**config.mk**
```make
export PLATFORM = sky130hd
export DESIGN_NAME = fifo_wr_arbiter
export DESIGN_NICKNAME = d
export VERILOG_FILES = /design/src/rtl/fifo_wr_arbiter.sv
export SDC_FILE = /design/constraint.sdc
export NUM_CORES = 1
export LEC_CHECK = 0
export CAP_MARGIN = 20
export CORE_MARGIN = 2
export CORE_UTILIZATION = 25
export CTS_BUF_LIST = sky130_fd_sc_hd__clkbuf_2 sky130_fd_sc_hd__clkbuf_4 sky130_fd_sc_hd__clkbuf_8
export DETAILED_ROUTE_END_ITERATION = 7
export GPL_ROUTABILITY_DRIVEN = 1
export PLACE_DENSITY = 0.62
export REMOVE_ABC_BUFFERS = 1
export SLEW_MARGIN = 30
export SYNTH_ARGS = -nofsm -noshare
export SYNTH_HDL_FRONTEND = slang
export SYNTH_SLANG_ARGS = --single-unit
export TNS_END_PERCENT = 10
```
**constraint.sdc**
```tcl
create_clock -name wclk -period 2 [get_ports wclk]
set_input_delay 0.4 -clock wclk [delete_from_list [all_inputs] [get_ports wclk]]
set_output_delay 0.4 -clock wclk [all_outputs]
set_load 0.01 [all_outputs]
```
**src/rtl/fifo_wr_arbiter.sv**
```systemverilog
// Round-robin write-port arbiter: NREQ producers share one async-FIFO write port in bursts of up to BURST_LEN words.
// Latency: request seen in IDLE at cycle N -> grant at N+1, first write at N+1; one bubble cycle between grants.
// Backpressure: wfull combinationally masks ack/winc; the owner stalls, holding state and beat count, until space frees.
module fifo_wr_arbiter #(
  parameter int NREQ      = 4,
  parameter int DSIZE     = 8,
  parameter int BURST_LEN = 4,
  localparam int OW       = (NREQ > 1) ? $clog2(NREQ) : 1
) (
  input  logic                  wclk,
  input  logic                  wrst_n,
  input  logic [NREQ-1:0]       req,
  input  logic [NREQ*DSIZE-1:0] req_data,
  input  logic                  wfull,
  output logic [NREQ-1:0]       ack,
  output logic                  winc,
  output logic [DSIZE-1:0]      wdata,
  output logic [OW-1:0]         owner,
  output logic                  busy
);

  localparam logic [0:0] S_IDLE  = 1'b0;
  localparam logic [0:0] S_BURST = 1'b1;

  logic [0:0]       state;
  logic [OW-1:0]    last;
  logic [7:0]       cnt;
  logic [DSIZE-1:0] slice [NREQ];
  logic [OW-1:0]    pick;
  logic             pick_vld;
  logic [OW:0]      idx;
  logic             own_req;
  logic             last_beat;

  // Unpack the flat producer data bus into one word per producer.
  for (genvar g = 0; g < NREQ; g++) begin : g_slice
    assign slice[g] = req_data[g*DSIZE +: DSIZE];
  end

  assign busy      = (state == S_BURST);
  assign own_req   = req[owner];
  assign wdata     = slice[owner];
  assign winc      = |ack;
  assign last_beat = (cnt == 8'(BURST_LEN - 1));

  // Only the owner can be acked, and never while the FIFO reports full.
  always_comb begin
    ack = '0;
    if (busy && own_req && !wfull) begin
      ack[owner] = 1'b1;
    end
  end

  // Round-robin search: first requester starting just after the previous owner.
  always_comb begin
    pick     = '0;
    pick_vld = 1'b0;
    idx      = '0;
    for (int i = 1; i <= NREQ; i++) begin
      idx = {1'b0, last} + (OW+1)'(i);
      if (idx >= (OW+1)'(NREQ)) begin
        idx = idx - (OW+1)'(NREQ);
      end
      if (!pick_vld && req[idx[OW-1:0]]) begin
        pick_vld = 1'b1;
        pick     = idx[OW-1:0];
      end
    end
  end

  // Grant / burst state machine; a full FIFO stalls the burst without revoking ownership.
  always_ff @(posedge wclk or negedge wrst_n) begin
    if (!wrst_n) begin
      state <= S_IDLE;
      owner <= '0;
      last  <= OW'(NREQ - 1);
      cnt   <= '0;
    end else begin
      case (state)
        S_IDLE: begin
          if (pick_vld) begin
            owner <= pick;
            last  <= pick;
            cnt   <= '0;
            state <= S_BURST;
          end
        end
        S_BURST: begin
          if (!own_req) begin
            state <= S_IDLE;
          end else if (winc) begin
            cnt <= cnt + 8'd1;
            if (last_beat) begin
              state <= S_IDLE;
            end
          end
        end
        default: state <= S_IDLE;
      endcase
    end
  end

endmodule
```
* Yosys cells after proc, flatten, opt, wreduce, memory -nomap -nowiden *
Index checks and enable logic that the tools add are counted.

operators by class
  add/sub/neg operators = 9
  order comparisons = 11
  equal/unequal tests = 4
  muxes and demuxes = 37
  bitwise logic cells = 2
  reductions and logical operators = 13

operators with widths
  kind                                                                          number
  8-bit 2-to-1 mux                                                              5
  8-bit binary-select mux with 2-bit select                                     1
  2-bit 2-to-1 mux                                                              8
  8-bit one-hot mux with 2 select lines                                         1
  3-bit >= comparator, second input constant                                    5
  2-bit by 3-bit less-than comparator with 1-bit output, second input constant  5
  1-bit 2-to-1 mux                                                              14
  1-bit binary-select mux with 2-bit select                                     5
  8-bit by 1-bit adder with 8-bit output, second input constant                 1
  8-bit by 2-bit == test with 1-bit output, second input constant               1
  2-bit by 1-bit subtractor with 2-bit output, second input constant            4
  2-bit by 2-bit adder with 3-bit output, second input constant                 2
  1-bit logical AND                                                             6
  1-bit zero test                                                               4
  4-bit 2-to-1 mux                                                              1
  2-bit != test, second input constant                                          2
  4-bit OR reduction                                                            1
  2-bit by 1-bit adder with 3-bit output, second input constant                 1
  2-bit by 3-bit adder with 3-bit output, second input constant                 1
  2-bit inverter with 3-bit output                                              1
  3-bit AND reduction                                                           1
  1-bit demux with 2-bit select                                                 1
  2-bit by 1-bit >= comparator with 1-bit output, second input constant         1
  2-bit by 1-bit != test with 1-bit output, second input constant               1
  3 further kinds                                                               3

storage, ports and cells
  flip-flop bits (word level) = 13
  input bits = 39
  logic and storage cells = 80

* Logic depth before layout (Yosys ltp) *
Gate-level depths: netlist (run 1).

  depth in word-level cells = 17
  depth in mapped cells = 6

* Worst setup path before layout (run 1) *
Ideal clock, no wire load.

  path kind = register to output
  start = reg owner[1]
  end = out ack[3]
  arrival = 1482 ps
  required time = 1600 ps
  path slack = 118 ps
  cell stages (with the launch flop) = 5
  path buffers = 0
  cells stage by stage = dfrtp_1 > mux4_2 > nand2_4 > inv_2 > and3_1

on the way
  word-level cells in the longest chain between the ends = 5
  elaborated cells between the ends (all ways) = 10
  those cells by class = order compare (2); mux (5); reduce/logical (3)

ends and longest elaborated chain
  what                                                                                                       RTL line  source
  from (decl)                                                                                                18        output logic [OW-1:0] owner,
  from (signal assigned)                                                                                     82        owner <= pick;
  2-bit by 3-bit less-than comparator with 1-bit output (not written as such), or another cell as far along  50        ack[owner] = 1'b1;
  1-bit logical AND (not written as such) or 1-bit 2-to-1 mux (tied branches)                                50, 41
  1-bit 2-to-1 mux (not written as such) or 1-bit logical AND (tied branches)                                50, 49
  1-bit demux with 2-bit select or 1-bit logical AND (tied branches)                                         50, 49
  4-bit 2-to-1 mux (*)                                                                                       49        if (busy && own_req && !wfull) begin
  to (decl)                                                                                                  15        output logic [NREQ-1:0] ack,

Mark *: on every way between the ends. The rest lies on a longest branch, timed or not. The select of a mux whose other input is x is not followed.

* Worst setup path after layout (run 1) *
Ends and elaborated chain as after synthesis.

==> impl_metrics.sql, run 1 <==
INSERT INTO impl_metrics (metric_group, metric, value, unit) VALUES
('status', 'status', 'complete, no violations', ''),
('drt', 'drc_marker_count_from_the_first_detailed_route_iteration', '28', ''),
('critical_path', 'timing.critical_path.arrival', '1.59', 'ns'),
('clock_network', 'clock_pin_slew_of_the_registers_on_the_worst_case_setup_and_hold_paths', '0.05', 'ns'),
('drt', 'detail_route.wirelength', '2.84', 'mm'),
('power_and_ir_drop', 'worst_ir_drop_vdd', '0.270', 'mV'),
('critical_path', 'start_kind', 'flop', ''),
('placement', 'detailed_place.area', '0.00165', 'sq mm'),
('floorplanning', 'starting_density', '26.1', '%'),
('drt', 'top_layer_used', 'met4', ''),
('drt', 'vias_per_instance', '5.02', ''),
('drt', 'drt_pre_antenna_iters', '4', ''),
('sta', 'grt_setup_unrepaired', 'yes', ''),
('yosys', 'dominantRegCellSynth', 'dfrtp_1', ''),
('grt', 'number_of_antenna_violations_at_the_first_check_in_global_routing', '0', ''),
('drt', 'met3_length', '377', 'um'),
('sta', 'period_share', '99.4', '%'),
('yosys', 'syn_avg_cell_area', '10.4', 'sq um'),
('layout', 'fraction_of_layout_instances_using_a_drive_strength_above_1', '26.5', '%'),
('clock_network', 'clock_tree_from_tritoncts', 'done', ''),
('grt', 'grt_remaining_overflow', '0', ''),
('layout', 'fin_area', '0.00172', 'sq mm'),
('yosys', 'synth_sequential_area_ratio', '34.1', '%'),
('clock_network', 'holdBufCountCts', '0', ''),
('yosys', 'synth_cells', '92', ''),
('clock_network', 'insertion_delay', '0.24', 'ns'),
('hold_path', 'min_path_type', 'in2async', ''),
('critical_path', 'critical_path_peak_fanout', '4', ''),
('critical_path', 'timing_worst_setup_path_type', 'reg2out', ''),
('floorplanning', 'ios', '55', ''),
('floorplanning', 'row_count', '22', ''),
('clock_network', 'clock_path_buffers', '2', ''),
('grt', 'first_pass_grt_wire_length', '4.46', 'mm'),
('yosys', 'netlist.top_cell.by_area', 'dfrtp_1', ''),
('critical_path', 'r2r_cells', '5', ''),
('grt', 'first_global_vias', '986', ''),
('drt', 'detail_route.wl_per_cell', '13.5', 'um'),
('yosys', 'mappedNetlistArea', '961', 'sq um'),
('layout', 'layout-area-overhead-vs-synth', '78.8', '%'),
('yosys', 'synth_edf_count', '0', ''),
('placement', 'detailedPlacementHpwl', '2.24', 'mm'),
('clock_network', 'numClockSinks', '13', ''),
('yosys', 'yosys.cell_types.count', '39', ''),
('critical_path', 'endpoint_kind', 'output port', ''),
('placement', 'routabilityCongestion', '0.752', ''),
('drt', 'drt-met1-wl', '1.10', 'mm'),
('sta', 'min_period', '1.99', 'ns'),
('clock_network', 'cts-htree-levels', '1', ''),
('yosys', 'synthTopCellsByArea', 'dfrtp_1 29%, mux4_2 21%, dfstp_2 5.5%', ''),
('power_and_ir_drop', 'p_per_area', '1060', 'mW/mm^2'),
('sta', 'timing.final.hold_violations', '0', ''),
('sta', 'max_slew.worst_pin.slew', '0.574', 'ns'),
('power_and_ir_drop', 'leakage_component_of_the_power', '0.000740', 'uW'),
('grt', 'grt_util_all_layers', '13.2', '%'),
('grt', 'grt_start_max_net_pins', '15', ''),
('sta', 'timing.max_slew.rel_slack', '61.6', '%'),
('sta', 'fin_worst_hold_slack', '0.531', 'ns'),
('floorplanning', 'core_region_area', '0.00369', 'sq mm'),
('yosys', 'synth.ff_latch_count', '13', ''),
('floorplanning', 'design.die.area', '0.00436', 'sq mm'),
('drt', 'met2_length', '1.32', 'mm'),
('floorplanning', 'chipWidth', '66.0', 'um'),
('yosys', 'synth-warning-count', '0', ''),
('drt', 'drc', '0', ''),
('critical_path', 'critPathRequiredTime', '1.60', 'ns'),
('layout', 'final_nets', '203', ''),
('clock_network', 'cts.root.buffer_cell', 'clkbuf_8', ''),
('yosys', 'asyncSetResetFlopFracSynth', '100', '%'),
('placement', 'port_buffers', '54', ''),
('clock_network', 'cts_inserted_buffers', '3', ''),
('sta', 'clock_skew', '0.000681', 'ns'),
('layout', 'diodes_inserted', '0', ''),
('yosys', 'synth.top_cell.area_share', '28.6', '%'),
('drt', 'drt.antenna.violating_nets', '0', ''),
('drt', 'total_vias_in_the_final_route', '1055', ''),
('job', 'cap_violations', '0', ''),
('sta', 'finalMaxSlewViolations', '0', ''),
('sta', 'finalSetupViolations', '0', ''),
('floorplanning', 'dieHeight', '66.0', 'um'),
('sta', 'maxClockFrequency', '0.503', 'GHz');
[synthesized netlist by cell type (2+ instances only)]
cell / number
nor2_1: 5
a21oi_1: 3
o21ai_1: 5
a31oi_1: 2
o31ai_1: 3
nand2b_1: 2
dfstp_2: 2
a21o_1: 3
nand2_1: 8
nand3_1: 5
inv_1: 3
and3_1: 3
mux4_2: 9
dfrtp_1: 11
o21ai_0: 4
[logic make-up (layout without fill, tap and decap cells)]
family,Yosys count,after routing,share of synthesized area (%)
adders and majority gates,1,1,1.30
AOI/OAI and AO/OA,27,27,19.8
and+or+nand+nor,34,34,19.5
muxes,10,10,22.3
DFF,13,13,34.1
buffers and inverters,7,77,2.99
[through the flow]
stage / std cells / utilization (%) / power (uW) / TNS, ns / setup WS, ns
2_1_floorplan: 89 / - / 1030 / -0.0554 / -0.0554
3_3_place_gp: 203 / 44.7 / 1600 / -3.26 / -0.533
3_5_place_dp: 203 / 44.7 / 1630 / -3.64 / -0.564
4_1_cts: 209 / 45.7 / 1810 / -0.0517 / -0.0448
5_1_grt: 210 / 46.6 / 1960 / -0.159 / -0.0467
6_report: 210 / 46.6 / 1830 / 0 / 0.0119
[state kept, by name (all words and copies together) (netlist names)]
name / count
busy: 1
cnt: 8
owner: 2
last: 2
[path summary, 6_finish.rpt]
path / from / endpoint / slack [ns]
worst min-delay path: wrst_n / cnt[1]$_DFFE_PN0P_ / 0.53
worst min register to register: last[0]$_DFFE_PN1P_ / last[0]$_DFFE_PN1P_ / 0.53
min in group wclk: last[0]$_DFFE_PN1P_ / last[0]$_DFFE_PN1P_ / 0.53
max in group asynchronous: wrst_n / last[0]$_DFFE_PN1P_ / 1.10
worst max-delay path: owner[1]$_DFFE_PN0P_ / ack[3] / 0.01
worst max register to register: owner[1]$_DFFE_PN0P_ / cnt[5]$_DFFE_PN0P_ / 0.38
[critical path, cell delays in order, from the launching register on]
cell	delay, ns
dfrtp_1	0.37
mux4_2	0.56
nand2_4	0.10
inv_4	0.04
and3_4	0.17
buf_6	0.11
[layer usage]
| layer | track usage, % | vias up |
|---|---|---|
| met1 | 14.6 | 495 |
| li1 | - | 499 |
| met2 | 23.6 | 56 |
| met5 | 0 | - |
| met4 | 3.83 | 0 |
| met3 | 4.77 | 5 |
[area by class of cell]
class / count / area [sq um]
fillers: 348 / 1970
repair buffers: 69 / 648
multi-input cells: 72 / 616
flip-flops and latches: 13 / 328
well taps: 48 / 60.1
clock buffers: 4 / 48.8
inverters: 4 / 17.5
[where the power goes]
group          leakage [uW]  total, uW  internal (uW)  switching [uW]
logic              0.000548       1180            671             505
registers          0.000166        412            349            63.5
clock network     0.0000262        238            154            84.8
total              0.000740       1830           1170             653
[layout by cell type, fill, tap and decap left out, drive strengths merged, types with 5 or more instances in the layout]
cell	n
nor2	5
dfrtp	11
nand2	9
buf	19
clkdlybuf4s15	8
nand3	5
dlygate4sd2	5
o21ai	9
clkdlybuf4s50	36
mux4	9
[repair_timing]
| action | in CTS | in global routing |
|---|---|---|
| pin swaps | 1 | 1 |
| gates cloned | 0 | 0 |
| buffers inserted | 2 | 1 |
| endpoints found under the setup margin | 13 | 12 |
| resized for setup | 32 | 11 |
(Power assumes the default switching activity.)
==> inputs of run 2 (changes only) <==
--- a/config.mk
+++ b/config.mk
@@ -17,4 +17,3 @@
 export SYNTH_ARGS = -nofsm -noshare
 export SYNTH_HDL_FRONTEND = slang
 export SYNTH_SLANG_ARGS = --single-unit
-export TNS_END_PERCENT = 10
==> run 2 against run 1 <==
Against the previous run: non-clock buffer count is 2 higher; sequential cell count stayed put; largest cell class unchanged; utilization is 0.51 points higher; worst setup slack better by 0.0095 ns; critical endpoint unchanged; cell area is 1.1% higher.
==> impl_metrics.sql, run 2 (synthesis gave the netlist of run 1 again) <==
INSERT INTO impl_metrics (metric_group, metric, value, unit) VALUES
('power_and_ir_drop', 'worst_ir_drop_vdd', '0.258', 'mV'),
('layout', 'top_register', 'cnt', ''),
('layout', 'diodes_inserted', '0', ''),
('layout', 'layout_top_registers', 'cnt x8, last x2, owner x2', ''),
('sta', 'clock_skew', '0.000681', 'ns'),
('critical_path', 'endpoint_kind', 'output port', ''),
('power_and_ir_drop', 'power.sequential.fraction', '22.2', '%'),
('grt', 'number_of_antenna_violations_at_the_first_check_in_global_routing', '0', ''),
('hold_path', 'min_path_type', 'in2async', ''),
('critical_path', 'cp_slowest_cell', 'mux4_2', ''),
('sta', 'max_slew.worst_pin.slew', '0.574', 'ns'),
('critical_path', 'crit_cells', '5', ''),
('power_and_ir_drop', 'power.share.clock', '12.8', '%'),
('drt', 'drc', '0', ''),
('floorplanning', 'starting_density', '26.1', '%'),
('placement', 'place_worst_setup_slack', '-0.564', 'ns'),
('critical_path', 'cpLargestDelayFamily', 'multiplexers', ''),
('placement', 'routabilityCongestion', '0.752', ''),
('drt', 'drt.antenna.violating_nets', '0', ''),
('drt', 'detail_route.wirelength', '2.84', 'mm'),
('critical_path', 'r2r_setup_slack', '0.38', 'ns'),
('floorplanning', 'design.die.area', '0.00436', 'sq mm'),
('clock_network', 'cts.root.buffer_cell', 'clkbuf_8', ''),
('drt', 'vias_per_instance', '5.00', ''),
('floorplanning', 'row_count', '22', ''),
('job', 'cap_violations', '0', ''),
('grt', 'grt_start_max_net_pins', '15', ''),
('critical_path', 'r2r_cells', '5', ''),
('critical_path', 'worst_path_largest_cell_delay', '0.56', 'ns'),
('drt', 'drc_marker_count_from_the_first_detailed_route_iteration', '32', ''),
('floorplanning', 'chipWidth', '66.0', 'um'),
('layout', 'instances_no_fill', '212', ''),
('sta', 'setup_total_negative_slack', '0', 'ns'),
('status', 'status', 'complete, no violations', ''),
('critical_path', 'critPathRequiredTime', '1.60', 'ns'),
('critical_path', 'critical_path_buf_inv_count', '2', ''),
('layout', 'fin_area', '0.00174', 'sq mm'),
('sta', 'final_worst_path_setup_slack', '0.0214', 'ns'),
('clock_network', 'holdBufCountCts', '0', ''),
('sta', 'finalSetupViolations', '0', ''),
('layout', 'fill_cells', '348', ''),
('critical_path', 'timing_worst_setup_path_type', 'reg2out', ''),
('layout', 'final_common_cell', 'clkdlybuf4s50_1', ''),
('sta', 'min_period', '1.98', 'ns'),
('clock_network', 'cts-htree-levels', '1', ''),
('drt', 'total_vias_in_the_final_route', '1061', ''),
('clock_network', 'clock_tree_from_tritoncts', 'done', ''),
('critical_path', 'worst_r2r_startpoint', 'owner[1]$_DFFE_PN0P_', ''),
('critical_path', 'critical_path.startpoint', 'owner[1]$_DFFE_PN0P_', ''),
('layout', 'layout-area-overhead-vs-synth', '80.7', '%'),
('power_and_ir_drop', 'internal_cell_power', '1190', 'uW'),
('clock_network', 'cts_inserted_buffers', '3', ''),
('sta', 'timing.max_slew.rel_slack', '61.6', '%'),
('placement', 'detailedPlacementHpwl', '2.24', 'mm'),
('clock_network', 'clock_path_buffers', '2', ''),
('critical_path', 'critical_path.cell_chain', 'mux4_2 -> nand2_4 -> inv_4 -> and3_4 -> buf_6', ''),
('critical_path', 'critical_path_peak_fanout', '4', ''),
('grt', 'first_global_vias', '984', ''),
('floorplanning', 'core_region_area', '0.00369', 'sq mm'),
('drt', 'drt_pre_antenna_iters', '4', ''),
('placement', 'detailed_place.area', '0.00165', 'sq mm'),
('power_and_ir_drop', 'net_switching_power_of_the_design', '664', 'uW'),
('layout', 'mostFrequentLayoutCells', '36 x clkdlybuf4s50_1, 16 x buf_4, 11 x dfrtp_1', ''),
('grt', 'first_pass_grt_wire_length', '4.48', 'mm'),
('power_and_ir_drop', 'leakage_component_of_the_power', '0.000754', 'uW'),
('power_and_ir_drop', 'p_per_area', '1070', 'mW/mm^2'),
('sta', 'period_share', '98.9', '%'),
('clock_network', 'clock_pin_slew_of_the_registers_on_the_worst_case_setup_and_hold_paths', '0.05', 'ns'),
('clock_network', 'insertion_delay', '0.24', 'ns'),
('floorplanning', 'ios', '55', ''),
('grt', 'grt_remaining_overflow', '0', ''),
('power_and_ir_drop', 'p_sw_share', '35.8', '%'),
('sta', 'finalMaxSlewViolations', '0', ''),
('layout', 'final_nets', '205', ''),
('drt', 'detail_route.wl_per_cell', '13.4', 'um'),
('layout', 'fraction_of_layout_instances_using_a_drive_strength_above_1', '28.7', '%'),
('clock_network', 'numClockSinks', '13', ''),
('placement', 'placed_cells_incl_taps', '203', ''),
('sta', 'grt_setup_unrepaired', 'yes', ''),
('placement', 'port_buffers', '54', ''),
('critical_path', 'start_kind', 'flop', ''),
('layout', 'largest_register_ff_count', '8', ''),
('sta', 'maxClockFrequency', '0.505', 'GHz'),
('power_and_ir_drop', 'pwr-share-comb', '64.9', '%'),
('floorplanning', 'dieHeight', '66.0', 'um'),
('sta', 'fin_worst_hold_slack', '0.531', 'ns'),
('critical_path', 'timing.critical_path.arrival', '1.58', 'ns'),
('grt', 'grt_util_all_layers', '13.3', '%'),
('sta', 'timing.final.hold_violations', '0', '');
## run 2: cell count changes in the layout (fill, tap and decap cells not counted)
| cell | change |
|---|---|
| dlygate4sd2_1 | +3 |
| nor3_1 | -1 |
| buf_4 | +2 |
| nor3_2 | +1 |
| nand2_2 | +1 |
| clkdlybuf4s15_1 | -3 |
| nand2_1 | -1 |
## run 2: worst paths after layout
check / to
min in group wclk: last[0]$_DFFE_PN1P_
max: ack[3]
min reg2reg: last[0]$_DFFE_PN1P_
max reg2reg: cnt[5]$_DFFE_PN0P_
min: cnt[1]$_DFFE_PN0P_
max in group asynchronous: last[0]$_DFFE_PN1P_
## run 2: cell type report
type / count / area (sq um) / area share, %
clock buffer: 4 / 48.8 / 2.81
multi-input combinational: 72 / 623 / 35.9
inverter: 4 / 17.5 / 1.01
timing repair buffer: 71 / 659 / 38.0
sequential: 13 / 328 / 18.9
tap: 48 / 60.1 / 3.46
## run 2: layer usage
| metal | routed length (um) | global-route usage, % | up-vias |
|---|---|---|---|
| met4 | 33 | 3.83 | 0 |
| met1 | 1100 | 14.8 | 501 |
| met5 | 0 | 0 | - |
| li1 | - | - | 501 |
| met2 | 1330 | 23.6 | 54 |
| met3 | 373 | 4.77 | 5 |
## run 2: repair_timing
action,CTS,global route
pin swaps,1,3
gates resized for setup,33,9
endpoints found under the setup margin,13,13
setup buffers,2,3
gates cloned,0,0
endpoints found under the hold margin,0,0
## run 2: power by group through the flow
stage | combinational [uW] | sequential, uW | clock (uW)
after floorplan | 529 | 503 | 0
after global placement | 1180 | 416 | 0
after detailed placement | 1200 | 423 | 0
after CTS | 1160 | 413 | 244
after global routing | 1310 | 422 | 259
final | 1210 | 412 | 238
## run 2: per-stage QoR
step,utilization (%),power (uW)
after detailed placement,44.7,1630
final,47.1,1860
after global routing,47.1,1990
after CTS,45.8,1820
after global placement,44.7,1600
after floorplan,-,1030
==> inputs of run 3 (changes only) <==
--- a/config.mk
+++ b/config.mk
@@ -5,13 +5,15 @@
 export SDC_FILE = /design/constraint.sdc
 export NUM_CORES = 1
 export LEC_CHECK = 0
+export ABC_AREA = 1
 export CAP_MARGIN = 20
 export CORE_MARGIN = 2
 export CORE_UTILIZATION = 25
 export CTS_BUF_LIST = sky130_fd_sc_hd__clkbuf_2 sky130_fd_sc_hd__clkbuf_4 sky130_fd_sc_hd__clkbuf_8
 export DETAILED_ROUTE_END_ITERATION = 7
 export GPL_ROUTABILITY_DRIVEN = 1
-export PLACE_DENSITY = 0.62
+export GPL_TIMING_DRIVEN = 0
+export PLACE_DENSITY = 0.57
 export REMOVE_ABC_BUFFERS = 1
 export SLEW_MARGIN = 30
 export SYNTH_ARGS = -nofsm -noshare
==> run 3 against run 2 <==
Against the previous run: the flow now finishes with violations (negative setup slack); register-to-register slack worse by 0.19 ns; sequential power is 18% higher; synthesized area is 30% higher; clock power is 6% higher; final cell count is 56% higher; synthesized cell count is 110% higher; die area is 28% higher; clock-buffer cell count stayed put; fmax is 1.1% lower; combinational power is 56% higher; critical path depth is 3 higher; largest power group unchanged.
==> impl_metrics.sql, run 3 <==
INSERT INTO impl_metrics (metric_group, metric, value, unit) VALUES
('status', 'status', 'finished with violations', ''),
('status', 'failed_checks', 'negative setup slack', ''),
('yosys', 'synth-warning-count', '0', ''),
('critical_path', 'critPathRequiredTime', '1.60', 'ns'),
('placement', 'detailedPlacementHpwl', '2.78', 'mm'),
('layout', 'top_register', 'cnt', ''),
('sta', 'grt_setup_unrepaired', 'yes', ''),
('layout', 'fraction_of_layout_instances_using_a_drive_strength_above_1', '20.9', '%'),
('layout', 'regArea', '333', 'sq um'),
('job', 'cap_violations', '0', ''),
('drt', 'vias_per_instance', '4.46', ''),
('drt', 'detail_route.wirelength', '3.96', 'mm'),
('critical_path', 'timing_worst_setup_path_type', 'reg2out', ''),
('yosys', 'synth.ff_latch_count', '13', ''),
('yosys', 'mappedNetlistArea', '0.00125', 'sq mm'),
('floorplanning', 'ios', '55', ''),
('critical_path', 'worst_r2r_startpoint', 'last[1]$_DFFE_PN1P_', ''),
('clock_network', 'clock_tree_from_tritoncts', 'done', ''),
('critical_path', 'timing.critical_path.arrival', '1.60', 'ns'),
('yosys', 'yosysMostFrequentCell', 'nand2_1', ''),
('sta', 'max_slew.worst_pin.slew', '0.620', 'ns'),
('floorplanning', 'starting_density', '26.1', '%'),
('sta', 'period_share', '100', '%'),
('yosys', 'synth.top_cell.area_share', '22.0', '%'),
('floorplanning', 'design.die.area', '0.00559', 'sq mm'),
('layout', 'layout_top_registers', 'cnt x8, last x2, owner x2', ''),
('yosys', 'dominantRegCellSynth', 'dfrtp_1', ''),
('placement', 'routabilityCongestion', '0.793', ''),
('drt', 'drt.antenna.violating_nets', '0', ''),
('grt', 'grt_remaining_overflow', '0', ''),
('floorplanning', 'dieHeight', '74.7', 'um'),
('grt', 'first_pass_grt_wire_length', '6.24', 'mm'),
('critical_path', 'r2r_setup_slack', '0.19', 'ns'),
('yosys', 'netlist_top_cells_count', '65 x nand2_1, 41 x nand3_1, 16 x inv_1', ''),
('clock_network', 'cts.root.buffer_cell', 'clkbuf_8', ''),
('power_and_ir_drop', 'p_per_area', '1300', 'mW/mm^2'),
('yosys', 'yosys.cell_types.count', '28', ''),
('clock_network', 'clock_path_buffers', '2', ''),
('yosys', 'synth_sequential_area_ratio', '26.2', '%'),
('sta', 'finalMaxSlewViolations', '0', ''),
('power_and_ir_drop', 'leakage_component_of_the_power', '0.00102', 'uW'),
('placement', 'place_worst_setup_slack', '-0.749', 'ns'),
('clock_network', 'cts-htree-levels', '1', ''),
('drt', 'detail_route.wl_per_cell', '12.0', 'um'),
('placement', 'port_buffers', '54', ''),
('yosys', 'netlist.top_cell.by_area', 'dfrtp_1', ''),
('layout', 'mostFrequentLayoutCells', '64 x nand2_1, 41 x nand3_1, 36 x clkdlybuf4s50_1', ''),
('drt', 'drc', '0', ''),
('sta', 'finalSetupViolations', '1', ''),
('yosys', 'synth_cells', '194', ''),
('drt', 'total_vias_in_the_final_route', '1471', ''),
('placement', 'detailed_place.area', '0.00181', 'sq mm'),
('drt', 'drc_marker_count_from_the_first_detailed_route_iteration', '61', ''),
('layout', 'diodes_inserted', '0', ''),
('critical_path', 'r2r_cells', '11', ''),
('grt', 'grt_start_max_net_pins', '16', ''),
('layout', 'largest_register_ff_count', '8', ''),
('layout', 'fill_cells', '501', ''),
('critical_path', 'start_kind', 'flop', ''),
('sta', 'clock_skew', '0.00335', 'ns'),
('sta', 'timing.final.hold_violations', '0', ''),
('clock_network', 'insertion_delay', '0.24', 'ns'),
('layout', 'layout-area-overhead-vs-synth', '61.9', '%'),
('clock_network', 'numClockSinks', '13', ''),
('sta', 'min_period', '2.00', 'ns'),
('yosys', 'syn_avg_cell_area', '6.45', 'sq um'),
('sta', 'setup_total_negative_slack', '-0.000170', 'ns'),
('critical_path', 'endpoint_kind', 'output port', ''),
('layout', 'fin_area', '0.00203', 'sq mm'),
('layout', 'multi_input_area', '821', 'sq um'),
('layout', 'final_common_cell', 'nand2_1', ''),
('grt', 'grt_util_all_layers', '14.0', '%'),
('sta', 'final_worst_path_setup_slack', '-0.000170', 'ns'),
('sta', 'timing.max_slew.rel_slack', '58.6', '%'),
('floorplanning', 'core_region_area', '0.00479', 'sq mm'),
('yosys', 'synthTopCellsByArea', 'dfrtp_1 22%, nand2_1 20%, nand3_1 16%', ''),
('clock_network', 'cts_inserted_buffers', '3', ''),
('yosys', 'asyncSetResetFlopFracSynth', '100', '%'),
('critical_path', 'critical_path_peak_fanout', '5', ''),
('sta', 'maxClockFrequency', '0.500', 'GHz'),
('grt', 'first_global_vias', '1358', ''),
('clock_network', 'clock_pin_slew_of_the_registers_on_the_worst_case_setup_and_hold_paths', '0.06', 'ns'),
('critical_path', 'regToRegEndpoint', 'cnt[5]$_DFFE_PN0P_', ''),
('yosys', 'synth_edf_count', '0', ''),
('drt', 'drt_pre_antenna_iters', '4', ''),
('layout', 'final_nets', '304', ''),
('hold_path', 'min_path_type', 'in2async', ''),
('floorplanning', 'row_count', '25', ''),
('floorplanning', 'chipWidth', '74.7', 'um'),
('grt', 'number_of_antenna_violations_at_the_first_check_in_global_routing', '0', ''),
('power_and_ir_drop', 'worst_ir_drop_vdd', '0.420', 'mV');
## run 3: cell types whose count changed in the layout (fill, tap and decap cells not counted), sizes merged, moves of 5 or more
cell and delta:
mux4 -9, nand2 +62, nor2 +8, clkdlybuf4s15 -5, o21ai -7, inv +17, nand4 +6, nand3 +37
a22oi +7
## run 3: final cells by class
class / count / area share (%)
inverters: 21 / 4.39
clock buffers: 4 / 2.41
repair buffers: 72 / 32.1
flip-flops and latches: 13 / 16.4
well taps: 67 / 4.14
multi-input cells: 153 / 40.5
## run 3: repair_timing
| item | 4_1_cts | 5_1_grt |
|---|---|---|
| resized for setup | 46 | 2 |
| endpoints found under the setup margin | 19 | 10 |
| endpoints found under the hold margin | 0 | 0 |
| buffers inserted | 13 | 5 |
| pin swaps | 6 | 6 |
| hold buffers | 0 | 0 |
## run 3: per-stage QoR
step / cells / total power, uW / util [%] / hold slack [ns]
floorplan: 187 / 1460 / - / 0.104
global placement: 308 / 2080 / 37.9 / 0.520
detailed placement: 308 / 2090 / 37.9 / 0.540
CTS: 325 / 2550 / 41.1 / 0.554
global route: 330 / 2870 / 42.3 / 0.578
finish: 330 / 2630 / 42.3 / 0.541
## run 3: worst max-delay path by stage
stage	end	slack [ns]	startpoint	depth (start not counted)
floorplan	ack[2]	0.08	owner[1]$_DFFE_PN0P_	7
global placement	ack[2]	-0.75	req[3]	8
detailed placement	ack[2]	-0.75	req[3]	8
CTS	ack[2]	-0.01	owner[0]$_DFFE_PN0P_	8
global route	ack[3]	-0.06	owner[1]$_DFFE_PN0P_	8
finish	ack[2]	-0.0002	owner[1]$_DFFE_PN0P_	8
## run 3: power breakdown
group / leakage, uW / switching (uW) / internal [uW] / total [uW]
sequential: 0.000165 / 127 / 359 / 487
clock: 0.0000262 / 98.2 / 154 / 253
combinational: 0.000833 / 1060 / 831 / 1890
total: 0.00102 / 1290 / 1340 / 2630
## run 3: critical path, stage by stage, from the launching register on
cell and delay [ns]:
dfrtp_4 0.46, inv_4 0.05, buf_4 0.14, a21oi_2 0.16, nor2_4 0.08, nor2_4 0.12
nand2_4 0.09, nor3_2 0.09, buf_2 0.15
## run 3: kinds of logic after synthesis
family                   share of synthesized area (%)
flip-flops                                        26.2
XOR/XNOR                                         0.700
adder cells (fa/ha/maj)                           1.00
AO/OA/AOI/OAI                                     7.70
buffers and inverters                             11.8
AND/OR/NAND/NOR                                   52.6
## run 3: layer usage
layer,global-route usage [%],part of all wire (%),wire length [um]
met1,19.2,45,1760
met2,23.3,47,1880
met3,2.41,7.2,286
met4,3.17,0.78,31
met5,0,0,0
